<file path="src/rtl/cnt_pkg.sv">
// Shared encodings for the universal modulo counter: counting modes and
// the RUN/HALT state of the one-shot controller.
package cnt_pkg;

   // Mode 2'b11 is reserved and behaves exactly like MODE_FREE.
   typedef enum logic [1:0] {
      MODE_FREE     = 2'b00,
      MODE_SAT      = 2'b01,
      MODE_ONESHOT  = 2'b10,
      MODE_FREE_ALT = 2'b11
   } cnt_mode_e;

   typedef enum logic {
      ST_RUN  = 1'b0,
      ST_HALT = 1'b1
   } cnt_state_e;

   // SAT and ONESHOT both clamp at the range ends instead of wrapping.
   function automatic logic mode_clamps(input logic [1:0] mode);
      return (mode == MODE_SAT) || (mode == MODE_ONESHOT);
   endfunction

endpackage

</file>
<file path="src/rtl/mod_step_alu.sv">
// Combinational step unit for univ_mod_counter: clamps the step to the
// range, then adds or subtracts it in N+1 bits and either wraps modulo
// (mod_max + 1) or clamps at the range end.
module mod_step_alu #(
   parameter int N = 8
) (
   input  logic [N-1:0] q,
   input  logic [N-1:0] step,
   input  logic [N-1:0] mod_max,
   input  logic         up,
   input  logic         clamp,
   output logic [N-1:0] q_next,
   output logic         pass,
   output logic         zero_step
);

   logic [N-1:0] s;
   logic [N:0]   q_x;
   logic [N:0]   s_x;
   logic [N:0]   max_x;
   logic [N:0]   span;
   logic [N:0]   sum;
   logic [N:0]   wrap_up;
   logic [N:0]   diff;
   logic [N:0]   wrap_dn;

   // Extending everything by one bit keeps q + s and q + mod_max + 1 exact,
   // so the pass-the-end decision never sees a truncated result.
   always_comb begin
      s         = (step > mod_max) ? mod_max : step;
      zero_step = (s == '0);
      q_x       = {1'b0, q};
      s_x       = {1'b0, s};
      max_x     = {1'b0, mod_max};
      span      = max_x + (N+1)'(1);
      sum       = q_x + s_x;
      wrap_up   = sum - span;
      diff      = q_x - s_x;
      wrap_dn   = q_x + span - s_x;
      q_next    = q;
      pass      = 1'b0;
      if (up) begin
         if (sum > max_x) begin
            pass   = 1'b1;
            q_next = clamp ? mod_max : wrap_up[N-1:0];
         end else begin
            q_next = sum[N-1:0];
         end
      end else begin
         if (q_x >= s_x) begin
            q_next = diff[N-1:0];
         end else begin
            pass   = 1'b1;
            q_next = clamp ? '0 : wrap_dn[N-1:0];
         end
      end
   end

endmodule

</file>
<file path="src/rtl/univ_mod_counter.sv">
// Universal modulo counter: up/down counting over 0..mod_max with a
// programmable step, wrapping (FREE), saturating (SAT) or stopping once
// the end is reached (ONESHOT).
// Optional build macro UNIV_MOD_COUNTER_STICKY_EN adds sticky overflow and
// underflow flags (ovf, unf) with their clear input sts_clr.
module univ_mod_counter
   import cnt_pkg::*;
#(
   parameter int N = 8
) (
   input  logic         clk,
   input  logic         reset,
   input  logic         syn_clr,
   input  logic         load,
   input  logic         en,
   input  logic         up,
   input  logic [1:0]   mode,
   input  logic [N-1:0] step,
   input  logic [N-1:0] mod_max,
   input  logic [N-1:0] d,
   output logic [N-1:0] q,
   output logic         max_tick,
   output logic         min_tick,
   output logic         wrap_tick,
`ifdef UNIV_MOD_COUNTER_STICKY_EN
   input  logic         sts_clr,
   output logic         ovf,
   output logic         unf,
`endif
   output logic         done
);

   cnt_state_e   state;
   logic         clamp_mode;
   logic         oneshot_mode;
   logic         in_range;
   logic         range_fix;
   logic         count_go;
   logic         lands_end;
   logic         alu_pass;
   logic         alu_zero;
   logic [N-1:0] alu_q;
   logic [N-1:0] d_clamp;

   mod_step_alu #(.N(N)) u_alu (
      .q         (q),
      .step      (step),
      .mod_max   (mod_max),
      .up        (up),
      .clamp     (clamp_mode),
      .q_next    (alu_q),
      .pass      (alu_pass),
      .zero_step (alu_zero)
   );

   // Decode which of the mutually exclusive update paths applies this cycle;
   // an out-of-range count (mod_max lowered under it) is repaired before any
   // normal step is taken.
   always_comb begin
      clamp_mode   = mode_clamps(mode);
      oneshot_mode = (mode == MODE_ONESHOT);
      in_range     = (q <= mod_max);
      d_clamp      = (d > mod_max) ? mod_max : d;
      range_fix    = !syn_clr && !load && (state == ST_RUN) && en && !in_range;
      count_go     = !syn_clr && !load && (state == ST_RUN) && en && in_range && !alu_zero;
      lands_end    = up ? (alu_q == mod_max) : (alu_q == '0);
   end

   assign max_tick = (q == mod_max);
   assign min_tick = (q == '0);

   // Count register, RUN/HALT controller and the registered tick/done outputs.
   always_ff @(posedge clk or negedge reset) begin
      if (!reset) begin
         q         <= '0;
         state     <= ST_RUN;
         wrap_tick <= 1'b0;
         done      <= 1'b0;
      end else begin
         wrap_tick <= 1'b0;
         if (syn_clr) begin
            q     <= '0;
            state <= ST_RUN;
            done  <= 1'b0;
         end else if (load) begin
            q     <= d_clamp;
            state <= ST_RUN;
            done  <= 1'b0;
         end else if (state == ST_HALT) begin
            if (!oneshot_mode) begin
               state <= ST_RUN;
               done  <= 1'b0;
            end
         end else if (range_fix) begin
            q <= up ? '0 : mod_max;
         end else if (count_go) begin
            q         <= alu_q;
            wrap_tick <= alu_pass && !clamp_mode;
            if (oneshot_mode && lands_end) begin
               state <= ST_HALT;
               done  <= 1'b1;
            end
         end
      end
   end

`ifdef UNIV_MOD_COUNTER_STICKY_EN
   // Sticky flags record any step that tried to pass an end, whatever the
   // mode; a new event wins over a clear arriving in the same cycle.
   always_ff @(posedge clk or negedge reset) begin
      if (!reset) begin
         ovf <= 1'b0;
         unf <= 1'b0;
      end else begin
         if (count_go && alu_pass && up) begin
            ovf <= 1'b1;
         end else if (sts_clr) begin
            ovf <= 1'b0;
         end
         if (count_go && alu_pass && !up) begin
            unf <= 1'b1;
         end else if (sts_clr) begin
            unf <= 1'b0;
         end
      end
   end
`endif

endmodule

</file>
<file path="config.mk">
export PLATFORM = sky130hd
export DESIGN_NAME = univ_mod_counter
export DESIGN_NICKNAME = d
export VERILOG_FILES = /design/src/rtl/cnt_pkg.sv /design/src/rtl/mod_step_alu.sv /design/src/rtl/univ_mod_counter.sv
export SDC_FILE = /design/constraint.sdc
export NUM_CORES = 1
export LEC_CHECK = 0
export ABC_AREA = 1
export CORE_ASPECT_RATIO = 1.4
export CORE_MARGIN = 4
export CORE_UTILIZATION = 25
export DETAILED_ROUTE_END_ITERATION = 12
export SLEW_MARGIN = 40
export SYNTH_ARGS = -nofsm -noshare
export SYNTH_HDL_FRONTEND = slang
export SYNTH_SLANG_ARGS = --single-unit
</file>
<file path="constraint.sdc">
create_clock -name clk -period 5.8 [get_ports clk]
set_input_delay 0.87 -clock clk [delete_from_list [all_inputs] [get_ports clk]]
set_output_delay 0.87 -clock clk [all_outputs]
set_load 0.1 [all_outputs]
</file>
-- Word-level counts from Yosys, hierarchy flattened
Index checks and enable logic that the tools add are counted.
- flip-flop bits (word level): 11
- input port bits: 32
- output and inout port bits: 12
- logic and storage cells: 81
- $add $sub $neg: 6
- order comparisons: 5
- equality and inequality tests: 7
- multiplexer cells: 36
- bitwise operators: 1
- reductions and logical operators: 22
- operator list (cell ; count):
    $mux W8 ; 13
    $logic_not A8 Y1 ; 3
    $sub A8 B8 Y8 ; 3
    $mux W1 ; 23
    $eq A8 B8 Y1 ; 2
    $gt A8 B8 Y1 ; 2
    $reduce_bool A4 Y1 ; 3
    $add A8 B8 Y9 ; 1
    $gt A9 B8 Y1 ; 1
    $add A8 B1 Y8 const B ; 1
    $add A8 B8 Y8 ; 1
    $ge A8 B8 Y1 ; 1
    $le A8 B8 Y1 ; 1
    $logic_and A1 B1 Y1 ; 8
    $ne A4 B4 Y1 const B ; 2
    $logic_not A1 Y1 ; 5
    $reduce_and A4 Y1 ; 1
    $ne A3 B3 Y1 const B ; 1
    $eq A2 B1 Y1 const B ; 1
    $eq A2 B2 Y1 const B ; 1
    $reduce_and A2 Y1 ; 1
    $logic_or A1 B1 Y1 ; 1
    $not A1 Y1 ; 1

-- Depth between registers and ports, before layout
- depth in word-level cells: 16
- depth in mapped cells: 41
- mapped depth without buffers: 39

-- Cells and area by module
A second synthesis with hierarchy kept.
- cell total of the unflattened synthesis: 658
- area, all modules: 4068.9 um^2
- by module, submodules not included (module ; instances ; cells each ; area an instance (um^2) ; seq. area each (um^2)):
    mod_step_alu ; 1 ; 431 ; 2622.5 ; 0.0
    univ_mod_counter ; 1 ; 227 ; 1446.4 ; 275.3

-- Worst setup path after synthesis
No wires, ideal clock.
- path kind: reg-to-reg
- start point: reg q[0]
- end point: reg q[6]
- arrival: 5.791 ns
- required time: 5.724 ns
- setup slack: -0.067 ns
- stages on the path, launching flop included: 13
- cell sequence: dfrtp_1 > inv_1 > ha_1 > inv_1 > nor4_1 > nor2_1 > nand2_1 > inv_2 > o21ai_0 > o21ai_0 > a21oi_1 > nand3_1 > o21ai_2
- longest elaborated chain between the ends: 10
- elaborated cells on any way between the ends: 24
- RTL lines (element ; line ; text):
    from (decl) ; univ_mod_counter.sv:21 ; output logic [N-1:0] q,
    from (signal assigned) ; univ_mod_counter.sv:86 ; q <= d_clamp;
    from (signal assigned) ; univ_mod_counter.sv:95 ; q <= up ? '0 : mod_max;
    from (signal assigned) ; univ_mod_counter.sv:97 ; q <= alu_q;
    $add A8 B8 Y8 / $add A8 B8 Y9 (equally long branches) ; mod_step_alu.sv:39, mod_step_alu.sv:36 ;
    $sub A8 B8 Y8, on equally long branches ; mod_step_alu.sv:39, mod_step_alu.sv:37 ;
    $mux W8, on equally long branches ; mod_step_alu.sv:54, mod_step_alu.sv:45 ;
    $mux W8, on equally long branches ; mod_step_alu.sv:50, mod_step_alu.sv:43 ;
    $mux W8 ; mod_step_alu.sv:42 ; if (up) begin
    $mux W8 ; univ_mod_counter.sv:96 ; end else if (count_go) begin
    $mux W8 ; univ_mod_counter.sv:94 ; end else if (range_fix) begin
    $mux W8 ; univ_mod_counter.sv:89 ; end else if (state == ST_HALT) begin
    $mux W8 ; univ_mod_counter.sv:85 ; end else if (load) begin
    $mux W8 ; univ_mod_counter.sv:81 ; if (syn_clr) begin
Several ways; a longest one is shown, not always the timed one. The select of a mux whose other input is x is not followed.
A chain may end at the register's enable or synchronous reset.

-- Worst setup path after layout
- start point: in step[7]
- end point: reg q[4]
- longest elaborated chain between the ends: 12
- elaborated cells on any way between the ends: 23
- RTL lines (element ; line ; text):
    from (decl) ; univ_mod_counter.sv:18 ; input logic [N-1:0] step,
    $gt A8 B8 Y1 ; mod_step_alu.sv:30 ; s = (step > mod_max) ? mod_max : step;
    $mux W8 (*) ; mod_step_alu.sv:30 ;
    $add A8 B8 Y9 ; mod_step_alu.sv:36 ; sum = q_x + s_x;
    $sub A8 B8 Y8 ; mod_step_alu.sv:37 ; wrap_up = sum - span;
    $mux W8 ; mod_step_alu.sv:45 ; q_next = clamp ? mod_max : wrap_up[N-1:0];
    $mux W8 ; mod_step_alu.sv:43 ; if (sum > max_x) begin
    $mux W8 ; mod_step_alu.sv:42 ;
    $mux W8 ; univ_mod_counter.sv:96 ;
    $mux W8 ; univ_mod_counter.sv:94 ;
    $mux W8 ; univ_mod_counter.sv:89 ;
    $mux W8 ; univ_mod_counter.sv:85 ;
    $mux W8 ; univ_mod_counter.sv:81 ;
Every way passes the cells marked *; elsewhere a longest branch is shown, timed or not. The select of a mux whose other input is x is not followed.

==> results.md <==
- Total die area: 18900 um2
- Leading cell type in the layout, fill and taps excluded: nand2_1
- Sw Pwr: 1.13 mW
- GR Util met3: 0.00525
- Met2 usage: 0.332
- Fin nets: 854
- Clk root buf: clkbuf_16
- Cell internal pwr: 0.832 mW
- Syn nets: 760
- Worst-case clock buffer depth: 2
- Max Freq: 183 MHz
- H-Tree Depth: 1
- Initial Utilization: 0.257
- # clock sinks: 11
- Logic pwr share: 0.872
- CTS tree: yes
- Worst Hold Launch: state$_DFF_PN0_
- CTS Hold Bufs: 0
- Slew at the pin closest to its max-slew limit: 719 ps
- Via count: 4674
- CP max FO: 7
- Worst slew margin: 0.520
- Seq pwr share: 0.064
- Num ports: 44
- PnR Total Power: 1.96 mW
- Final GP Congestion: 0.951
- Post-route minimum period: 5460 ps
- CP Capture Type: register
- Layout cells sized above 1: 0.223
- Vias in the first global route: 4592
- Highest-count cells in the layout ignoring fill and taps: nand2_1, inv_1, nand3_1
- Worst skew pair latency: 240 ps
- Antenna viol nets, final: 0
- CP max stage cell: clkdlybuf4s50_1
- TNS Setup: 0 ps
- Setup Skew: 0.676 ps
- Crit Path Category: in2reg
- Gr ovfl total: 0
- Synthesized instance count: 650
- Pre-Repair DR Iteration Count: 5
- Die X: 117 um
- Share of the yosys chip area belonging to registers: 0.0656
- Crit path from: step[7]
- Dpl cell area: 5130 um2
- Async S/R FF share, synth: 1.00
- Fin crit share: 0.942
- CP max stage delay: 530 ps
- Yosys cell types: 43
- Synthesized area: 4190 um2
- Avg Cell Area, Syn: 6.45 um2
- Largest net degree at the start of global routing: 21
- First-pass GRT wire length: 25000 um
- TritonCTS Buffers: 3
- Setup violators final: 0
- Status: finished, final reports clean
- Synth warn: 0
- GRT Overall Usage: 0.166
- Layout area overhead: 28.3%
- Routed wire length per instance: 17.3 um
- Max-cap violations: 0
- DRT iter0 DRCs: 260
- Startpoint Class: input pin
- Final hold viol count: 0
- VDD IR-drop max: 0.241 mV
- Crit path DAT: 5620 ps
- Clk network pwr share: 0.064
- Most common cell type on the critical path: nand2_1
- Min Hold Slack: 506 ps
- # port buffers: 43
- Clock slew at reported path FFs: 40 ps
- HPWL Detailed: 13600 um
- Top_reg_cell synth: dfrtp_1
- Leakage Power: 2.82 nW
- Most Crowded Layer GR: met2
- Layout fillers: 1760
- Antenna violations before repair: 0
- Post-synth EDFFs: 0
- Antenna Cells: 0
- Residual DRC: 0
- Total power divided by cell area: 364 nW/um2
- Design Area, Final: 5380 um2
- Hold Crit Class: reg2reg
- Die Y: 161 um
- Switch share: 0.575
- Core area: 16300 um2
- Final Slew Violations: 0
- Final WL: 16300 um
- GRT met1 Usage: 0.187
- Row count: 55
- Reg2reg start: q[1]$_DFFE_PN0P_
- Synthesis-stage register bit count: 11
- Critical path data required time: 5960 ps
- Drt via density: 4.96
worst max-delay path, delay by kind of cell:
family | cells | cell delay, ps
XOR/XNOR | 1 | 180
AO/OA/AOI/OAI | 5 | 730
adder cells (fa/ha/maj) | 4 | 1230
buffers and inverters | 6 | 1000
AND/OR/NAND/NOR | 17 | 1580
metrics by stage:
step | cells | setup slack [ps] | utilization
global placement | 934 | 29.8 | 0.318
detailed placement | 934 | -66.9 | 0.314
finish | 942 | 336 | 0.330
floorplan | 650 | 481 | -
CTS | 938 | 164 | 0.319
global route | 942 | -39.7 | 0.330
path summary, 6_finish.rpt:
kind                                       end  depth (start not counted)  slack (ps)
setup / recovery              q[4]$_DFFE_PN0P_                         33         340
hold / removal                 state$_DFF_PN0_                          2         510
setup reg to reg              q[4]$_DFFE_PN0P_                         24        1870
hold reg to reg                state$_DFF_PN0_                          2         510
max in group asynchronous     q[4]$_DFFE_PN0P_                          1        4490
min in group asynchronous  wrap_tick$_DFF_PN0_                          1         980
state kept, by name (all words and copies together) (netlist names):
register and count:
done 1, q 8, state 1, wrap_tick 1
routing by layer:
layer,share of wire,wire length (um)
met4,0.037,597
met3,0.025,409
met5,0,0
met1,0.40,6570
met2,0.53,8720
logic make-up after synthesis:
kind of cell             share of synthesized area
XOR/XNOR                                    0.0251
adder cells (fa/ha/maj)                      0.251
buffers and inverters                        0.120
flip-flops                                  0.0656
AND/OR/NAND/NOR                              0.373
AO/OA/AOI/OAI                                0.166
power by group through the flow:
stage	clock (mW)	combinational [mW]	sequential (mW)
floorplan	0	1.06	0.195
global placement	0	1.64	0.125
detailed placement	0	1.63	0.124
CTS	0.127	1.64	0.124
global route	0.130	1.88	0.127
finish	0.126	1.71	0.125
layout make-up:
type                       count  area [um2]  area share
sequential                    11         275      0.0512
clock buffer                   4        78.8      0.0147
multi-input combinational    521        3550       0.660
inverter                     105         397      0.0737
timing repair buffer         102         831       0.154
tap                          199         249      0.0463
cell usage after synthesis, types with 4 or more instances:
master | count | share of area
nor2_2 | 5 | 0.0075
o211ai_1 | 14 | 0.025
o21a_1 | 4 | 0.0072
dfrtp_1 | 11 | 0.066
xnor2_1 | 5 | 0.010
xor2_1 | 7 | 0.015
nand3_1 | 69 | 0.082
inv_2 | 5 | 0.0045
nor2_4 | 5 | 0.013
buf_6 | 7 | 0.019
nor2_1 | 28 | 0.025
o21ai_1 | 6 | 0.0072
nand3_2 | 9 | 0.021
fa_1 | 10 | 0.048
nand2_2 | 21 | 0.031
nand4_1 | 18 | 0.027
nand2_1 | 150 | 0.13
ha_1 | 68 | 0.20
o21ai_2 | 9 | 0.019
a21oi_1 | 43 | 0.051
a21oi_2 | 4 | 0.0084
o21ai_0 | 22 | 0.026
inv_1 | 99 | 0.089
repair_timing:
action,CTS,global route
resized for setup,0,33
endpoints found under the setup margin,0,10
setup buffers,0,4
Note: power is estimated with default switching activity, not from simulation.
